File: src/rtl/go_pkg.sv
`default_nettype none
// ============================================================================
// Module   : go_pkg
// Purpose  : Shared types and constants for the move arbiter and its timer.
// Revision : 1.0  initial release
// ============================================================================
package go_pkg;

    typedef logic [7:0] move_t;

    typedef enum logic [2:0] {
        IDLE     = 3'd0,
        ISSUE    = 3'd1,
        WAIT_RES = 3'd2,
        TX_SEND  = 3'd3,
        TX_WAIT  = 3'd4,
        OVER     = 3'd5
    } arb_state_e;

    typedef enum logic {
        LOCAL  = 1'b0,
        REMOTE = 1'b1
    } src_e;

    localparam move_t PASS_MOVE = 8'hFF;
    localparam logic  BLACK     = 1'b0;
    localparam logic  WHITE     = 1'b1;

    function automatic logic is_owner(input logic turn, input logic color);
        return (turn == BLACK) ? (color == BLACK) : (color == WHITE);
    endfunction

endpackage
`default_nettype wire

File: src/rtl/cycle_timer.sv
`default_nettype none
// ============================================================================
// Module   : cycle_timer
// Purpose  : Clearable up-counter that holds at CYCLES-1 and flags it.
// Revision : 1.0  initial release
// ============================================================================
module cycle_timer #(
    parameter int CYCLES = 1024
) (
    input  logic clk_in,
    input  logic rst_in_n,
    input  logic clear,
    input  logic enable,
    output logic done
);

    localparam int c_cw = (CYCLES > 1) ? $clog2(CYCLES) : 1;

    logic [c_cw-1:0] r_count;

    always_ff @(posedge clk_in or negedge rst_in_n) begin
        if (!rst_in_n) begin
            r_count <= '0;
        end else if (clear) begin
            r_count <= '0;
        end else if (enable && !done) begin
            r_count <= r_count + 1'b1;
        end
    end

    assign done = (r_count == c_cw'(CYCLES - 1));

endmodule
`default_nettype wire

File: src/rtl/move_arbiter.sv
`default_nettype none
// ============================================================================
// Module   : move_arbiter
// Purpose  : Shares game_fsm's move port between local player and remote
//            opponent; forwards accepted local moves to the UART transmitter.
// Revision : 1.0  initial release
// ============================================================================
module move_arbiter
    import go_pkg::*;
#(
    parameter int    TIMEOUT_CYCLES = 1024,
    parameter move_t PASS_CODE      = PASS_MOVE,
    parameter int    REJ_W          = 8
) (
    input  logic             clk_in,
    input  logic             rst_in_n,
    input  logic             my_color,
    input  logic             turn,
    input  logic             tx_ready,
    input  logic             invalid_move,
    input  logic             game_over,
    input  logic             local_valid,
    input  logic [7:0]       local_move,
    output logic             local_ready,
    input  logic             remote_valid,
    input  logic [7:0]       remote_move,
    output logic [7:0]       move,
    output logic             move_avail,
    input  logic             uart_tx_busy,
    output logic             uart_tx_start,
    output logic [7:0]       uart_tx_data,
    output logic             reject_pulse,
    output logic             remote_err,
    output logic [REJ_W-1:0] reject_cnt
);

    // Passes travel through the same path as board moves; the encoding only
    // has to agree with game_fsm.
    if (PASS_CODE != PASS_MOVE) begin : g_custom_pass_code
    end

    arb_state_e r_state;
    move_t      r_move_q;
    src_e       r_src;
    logic       r_turn_q;
    logic       r_grace;
    logic       r_over_pend;
    logic       r_busy_seen;
    logic       r_rise_cnt;

    logic w_owner_local;
    logic w_timer_clear;
    logic w_timer_en;
    logic w_timer_done;
    logic w_wait_live;
    logic w_accept;
    logic w_reject;
    logic w_remote_drop;
    logic w_tx_done;
    logic w_end_game;

    assign w_owner_local = is_owner(turn, my_color);
    assign local_ready   = rst_in_n && (r_state == IDLE) && !game_over
                           && w_owner_local && local_valid;

    assign w_wait_live   = (r_state == WAIT_RES) && !r_grace;
    assign w_accept      = w_wait_live && !invalid_move
                           && ((turn != r_turn_q) || game_over);
    assign w_reject      = w_wait_live && (invalid_move || (!w_accept && w_timer_done));

    // Bytes are only consumed in IDLE while the opponent owns the turn.
    assign w_remote_drop = remote_valid
                           && !((r_state == IDLE) && !game_over && !w_owner_local);

    assign w_tx_done     = !uart_tx_busy && (r_busy_seen || r_rise_cnt);
    assign w_end_game    = game_over || r_over_pend;

    assign w_timer_clear = (r_state == ISSUE);
    assign w_timer_en    = w_wait_live;

    cycle_timer #(
        .CYCLES (TIMEOUT_CYCLES)
    ) u_timer (
        .clk_in   (clk_in),
        .rst_in_n (rst_in_n),
        .clear    (w_timer_clear),
        .enable   (w_timer_en),
        .done     (w_timer_done)
    );

    always_ff @(posedge clk_in or negedge rst_in_n) begin
        if (!rst_in_n) begin
            r_state       <= IDLE;
            r_move_q      <= '0;
            r_src         <= LOCAL;
            r_turn_q      <= 1'b0;
            r_grace       <= 1'b0;
            r_over_pend   <= 1'b0;
            r_busy_seen   <= 1'b0;
            r_rise_cnt    <= 1'b0;
            move          <= '0;
            move_avail    <= 1'b0;
            uart_tx_start <= 1'b0;
            uart_tx_data  <= '0;
            reject_pulse  <= 1'b0;
            remote_err    <= 1'b0;
            reject_cnt    <= '0;
        end else begin
            move_avail    <= 1'b0;
            uart_tx_start <= 1'b0;
            reject_pulse  <= 1'b0;
            remote_err    <= w_remote_drop;

            if (w_reject) begin
                reject_pulse <= 1'b1;
                if (reject_cnt != '1) begin
                    reject_cnt <= reject_cnt + 1'b1;
                end
            end

            case (r_state)
                IDLE: begin
                    r_over_pend <= 1'b0;
                    if (game_over) begin
                        r_state <= OVER;
                    end else if (w_owner_local) begin
                        if (local_valid) begin
                            r_move_q   <= local_move;
                            move       <= local_move;
                            move_avail <= 1'b1;
                            r_src      <= LOCAL;
                            r_state    <= ISSUE;
                        end
                    end else if (remote_valid) begin
                        r_move_q   <= remote_move;
                        move       <= remote_move;
                        move_avail <= 1'b1;
                        r_src      <= REMOTE;
                        r_state    <= ISSUE;
                    end
                end

                ISSUE: begin
                    r_turn_q <= turn;
                    r_grace  <= 1'b0;
                    r_state  <= WAIT_RES;
                end

                WAIT_RES: begin
                    if (r_grace) begin
                        // One extra cycle for tx_ready lagging the turn change.
                        r_grace <= 1'b0;
                        if (tx_ready && (r_src == LOCAL)) begin
                            r_state <= TX_SEND;
                        end else begin
                            r_state <= w_end_game ? OVER : IDLE;
                        end
                    end else if (w_reject) begin
                        r_state <= IDLE;
                    end else if (w_accept) begin
                        r_over_pend <= game_over;
                        if (r_src == LOCAL) begin
                            if (tx_ready) begin
                                r_state <= TX_SEND;
                            end else begin
                                r_grace <= 1'b1;
                            end
                        end else begin
                            r_state <= game_over ? OVER : IDLE;
                        end
                    end
                end

                TX_SEND: begin
                    if (!uart_tx_busy) begin
                        uart_tx_start <= 1'b1;
                        uart_tx_data  <= r_move_q;
                        r_busy_seen   <= 1'b0;
                        r_rise_cnt    <= 1'b0;
                        r_state       <= TX_WAIT;
                    end
                end

                TX_WAIT: begin
                    if (uart_tx_busy) begin
                        r_busy_seen <= 1'b1;
                    end else if (!r_busy_seen) begin
                        r_rise_cnt <= 1'b1;
                    end
                    if (w_tx_done) begin
                        r_state <= w_end_game ? OVER : IDLE;
                    end
                end

                OVER: begin
                    r_state <= OVER;
                end

                default: begin
                    r_state <= IDLE;
                end
            endcase
        end
    end

endmodule
`default_nettype wire

File: config.mk
export PLATFORM = sky130hd
export DESIGN_NAME = move_arbiter
export DESIGN_NICKNAME = d
export VERILOG_FILES = /design/src/rtl/go_pkg.sv /design/src/rtl/cycle_timer.sv /design/src/rtl/move_arbiter.sv
export SDC_FILE = /design/constraint.sdc
export NUM_CORES = 1
export LEC_CHECK = 0
export CELL_PAD_IN_SITES_DETAIL_PLACEMENT = 2
export CELL_PAD_IN_SITES_GLOBAL_PLACEMENT = 2
export CORE_MARGIN = 2
export CORE_UTILIZATION = 33
export DETAILED_ROUTE_END_ITERATION = 8
export HOLD_SLACK_MARGIN = 0.02
export MAX_ROUTING_LAYER = met4
export PLACE_DENSITY = 0.88
export SETUP_SLACK_MARGIN = 0.2
export SYNTH_ARGS = -nofsm -noshare
export SYNTH_HDL_FRONTEND = slang
export SYNTH_HIERARCHICAL = 1
export SYNTH_SLANG_ARGS = --single-unit
File: constraint.sdc
create_clock -name clk_in -period 3.6 [get_ports clk_in]
set_clock_uncertainty 0.15 [all_clocks]
set_input_delay 0.72 -clock clk_in [delete_from_list [all_inputs] [get_ports clk_in]]
set_output_delay 0.72 -clock clk_in [all_outputs]
set_load 0.01 [all_outputs]
## Yosys cells after proc, flatten, opt, wreduce, memory -nomap -nowiden

Cells that the tools add are included.

- Bits in registers: 47
- Bits in latches: 0
- RAM bits: 0
- ROM bits: 0
- Input bits: 26
- Word-level logic and storage cells: 130
- Memories kept: 0

- $add $sub $neg: 2
- Multiply operators: 0
- Divide/modulo/power cells: 0
- $lt $le $gt $ge: 0
- Eq/ne operators: 21
- Shifts and indexed selects: 0
- Muxes and demuxes: 48
- Bitwise operators: 4
- Reductions and logical operators: 40

Operator list:

| kind | count |
|---|---|
| 3-bit 2-to-1 mux | 14 |
| 1-bit 2-to-1 mux | 24 |
| 8-bit 2-to-1 mux | 3 |
| 10-bit 2-to-1 mux | 2 |
| 2-bit inequality test (second input constant) | 9 |
| 3-bit one-hot mux with 6 select lines | 1 |
| 1-bit logical AND | 15 |
| 4-bit inequality test (second input constant) | 3 |
| 4-bit AND reduction | 3 |
| 10-bit by 1-bit adder with 10-bit output (second input constant) | 1 |
| 10-bit == test (second input constant) | 1 |
| 2-bit nonzero test | 5 |
| 8-bit by 1-bit adder with 8-bit output (second input constant) | 1 |
| 1-bit logical NOT | 8 |
| 8-bit inequality test (second input constant) | 1 |
| 1-bit one-hot mux with 2 select lines | 4 |
| 3-bit by 2-bit == test with 1-bit output (second input constant) | 2 |
| 3-bit == test (second input constant) | 2 |
| 6-bit AND reduction | 1 |
| 5-bit inequality test (second input constant) | 1 |
| 1-bit logical OR | 4 |
| 1-bit inverter | 4 |
| 2-bit AND reduction | 2 |
| 3-bit by 1-bit == test with 1-bit output (second input constant) | 1 |
| other kinds (3) | 3 |

## Logic depth before layout (Yosys ltp)

- Depth in word-level cells: 11
- Mapped depth: 7
- Depth with buffers taken out: 7

## Modules after synthesis

The synthesis kept the hierarchy.

Modules (own cells, without submodules):

| module | times used | cells each | area an instance (µm²) | sequential area each (µm²) |
|---|---|---|---|---|
| move_arbiter | 1 | 178 | 1990.7 | 925.9 |
| cycle_timer | 1 | 56 | 565.5 | 250.2 |

## Least setup slack after synthesis

OpenSTA, ideal clock, no wires.

- Path type: input -> output
- Start point: in game_over
- End point: out local_ready
- Arrival time: 1.654 ns
- Data required time: 2.730 ns
- Path slack: 1.076 ns
- Cell stages on the path: 4
- Cells stage by stage: buf_2 > nor4_1 > nand2_1 > nor3_1

- Longest elaborated chain between the ends: 4

RTL lines:

| what | line | RTL |
|---|---|---|
| from (decl) | move_arbiter.sv:21 | `input logic game_over,` |
| 1-bit logical NOT | move_arbiter.sv:63 | `assign local_ready = rst_in_n && (r_state == IDLE) && !game_over` |
| 1-bit logical AND | move_arbiter.sv:63 |  |
| 1-bit logical AND (2 in series) | move_arbiter.sv:64 | `&& w_owner_local && local_valid;` |
| to (decl) | move_arbiter.sv:24 | `output logic local_ready,` |

No other way between the ends.

## Worst setup path in the final report

Ends and elaborated chain as after synthesis.

==> reports/results.ini <==
[placement]
numPortBuffers=54
gp_congestion=0.757
dp_hpwl_um=5810

[sta]
finalCritPeriodShare_pct=91.0
fin_crit_ns=3.28
tightest_slew_ns=0.832
finalHoldViolCount=0
finalSetupViolations=0
max_freq_ghz=0.305
rsz0062_at_grt=false
whs_ns=0.363
slew_headroom_pct=44.4
finalSetupTns_ns=0
drv_slew=0

[power]
peakVddDrop_mv=0.312
power_frac_seq_pct=41.6
swShare_pct=38.9
p_per_area_nw_per_um2=665
p_int_mw=1.34
p_leak_nw=1.36
pwr-share-comb_pct=42.6
p_switching_mw=0.854
power.share.clock_pct=15.9

[route]
wirelength_um=7920
drt_drc_violations_left=0
wl_per_cell_um=20.1
dr_total_vias=2134
viasPerCell=5.40
first_pass_iters=4
drt_iter0_markers=67
ant_nets=0

[worst_setup_path]
critPathCaptureType=output port
crit_arrival_ns=2.41
critPathRequiredTime_ns=2.73
criticalPathCategory=in -> out
start_kind=input port
critical_path.max_fanout=2

[floorplanning]
core_um2=7610
chipWidth_um=92.0
die_area_um2=8470
rows=32
io_pins=55
initial_core_util_pct=33.6
die_h_um=92.0

[layout]
diodes=0
final_cell_mix=clkdlybuf4s50_1, dfrtp_1, mux2_2, nor2_1, nand2_1
layout_commonest_cell=clkdlybuf4s50_1
final_nets=320
drive_above_1_share_pct=18.4
synthToLayoutAreaGrowth_pct=29.3

[synth]
synth_warnings=6
postSynth.asyncResetShare_pct=100
synth_edf_count=0
ys.flop_type=dfrtp_1
synth_area_per_cell_um2=10.9
syn-num-nets=262
ys_ff_latch=47
yosysSeqAreaShare_pct=46.0
synth_area_um2=2560
synthDistinctLibCells=59
syn_inst=234

[global_routing]
grt_max_degree=48
overflow=0
first_global_vias=2389
grt_pass1_wl_um=13000
grt_usage_pct=20.4
antenna_found_initial=0

[cts]
cts_buffer_depth=2
cts_tree=built
holdBufCountCts=0
cts_sinks=47
h-tree-depth=2
clk_latency_ns=0.31
numCtsBuffers=5
cts_root_buf=clkbuf_8
post_cts_buffers=0
cts_resized=0
cts.clk_slew.worst_paths_ns=0.09

[min_path]
hold_class=in -> async

[outcome]
status=finished, final reports clean

[run]
maxCapViolations=0

==> worst max-delay path: stages <==
cell,delay [ns]
clkdlybuf4s50_1,0.46
nor4_1,0.32
nand2_1,0.15
nor3_1,0.18
clkdlybuf4s50_1,0.57
==> per-stage QoR <==
| step | setup WS (ns) | power (mW) | area (um^2) | utilization, % | instances |
|---|---|---|---|---|---|
| floorplan | 1.08 | 1.38 | 2560 | - | 234 |
| global placement | 0.316 | 1.78 | 3210 | 42.2 | 387 |
| detailed placement | 0.171 | 1.86 | 3210 | 42.2 | 387 |
| CTS | 0.299 | 2.22 | 3300 | 43.4 | 395 |
| global route | 0.201 | 2.33 | 3300 | 43.4 | 395 |
| finish | 0.323 | 2.20 | 3300 | 43.4 | 395 |
==> power by group through the flow <==
stage	Clock, mW	Sequential, mW	Combinational (mW)
CTS	0.360	0.912	0.951
global route	0.376	0.941	1.02
detailed placement	0	0.916	0.944
floorplan	0	0.887	0.495
finish	0.349	0.913	0.935
global placement	0	0.892	0.886
==> per-layer routing <==
layer  GRT usage, %  wire length (um)
met5              -                 0
met4           5.22               104
met3           6.24               484
met2           34.4              4020
met1           24.0              3320
==> synth_stat cells (all sizes together), types with 4 or more instances <==
cell type	instances	area share (%)
a21oi	11	2.6
buf	5	1.4
dfrtp	47	46
inv	6	0.88
mux2	26	11
nand2	13	1.9
nand3	4	0.78
nand4	8	2.4
nor2	19	2.9
nor2b	5	1.2
nor3	7	1.4
o211ai	6	1.8
o21ai	11	2.6
xor2	11	4.1
==> state kept, by name, summed over array words and instances (netlist names), 3 cells and up <==
signal           count
r_move_q             8
r_state              3
reject_cnt           8
u_timer/r_count     10
uart_tx_data         8
==> area by class of cell <==
class / count / area (um^2)
fillers: 802 / 4300
multi-input cells: 172 / 1310
flip-flops and latches: 47 / 1180
repair buffers: 59 / 573
well taps: 102 / 128
clock buffers: 7 / 86.3
inverters: 7 / 27.5
clock inverters: 1 / 8.76
==> cell families (layout without fill, tap and decap cells) <==
logic type	count (synthesis)	count (layout)	synth area share, %
simple gates	80	80	18.5
buf+inv	15	74	2.94
xor+xnor	14	14	5.38
mux	28	28	12.2
compound gates	48	48	14.0
flops	47	47	46.0
fa+ha+maj	2	2	0.979
==> worst paths after layout <==
path                                          from                  to  slack (ns)  depth (start not counted)
worst max-delay path                     game_over         local_ready        0.32                          5
max in group asynchronous                 rst_in_n  u_timer/r_count[3]        2.50                          2
worst min register to register       reject_cnt[6]       reject_cnt[6]        0.37                          1
min in group clk_in                  reject_cnt[6]       reject_cnt[6]        0.37                          1
worst min-delay path                      rst_in_n     uart_tx_data[5]        0.36                          2
worst max register to register  u_timer/r_count[0]          r_state[0]        0.89                          7
Power figures use the tool's default switching activity.
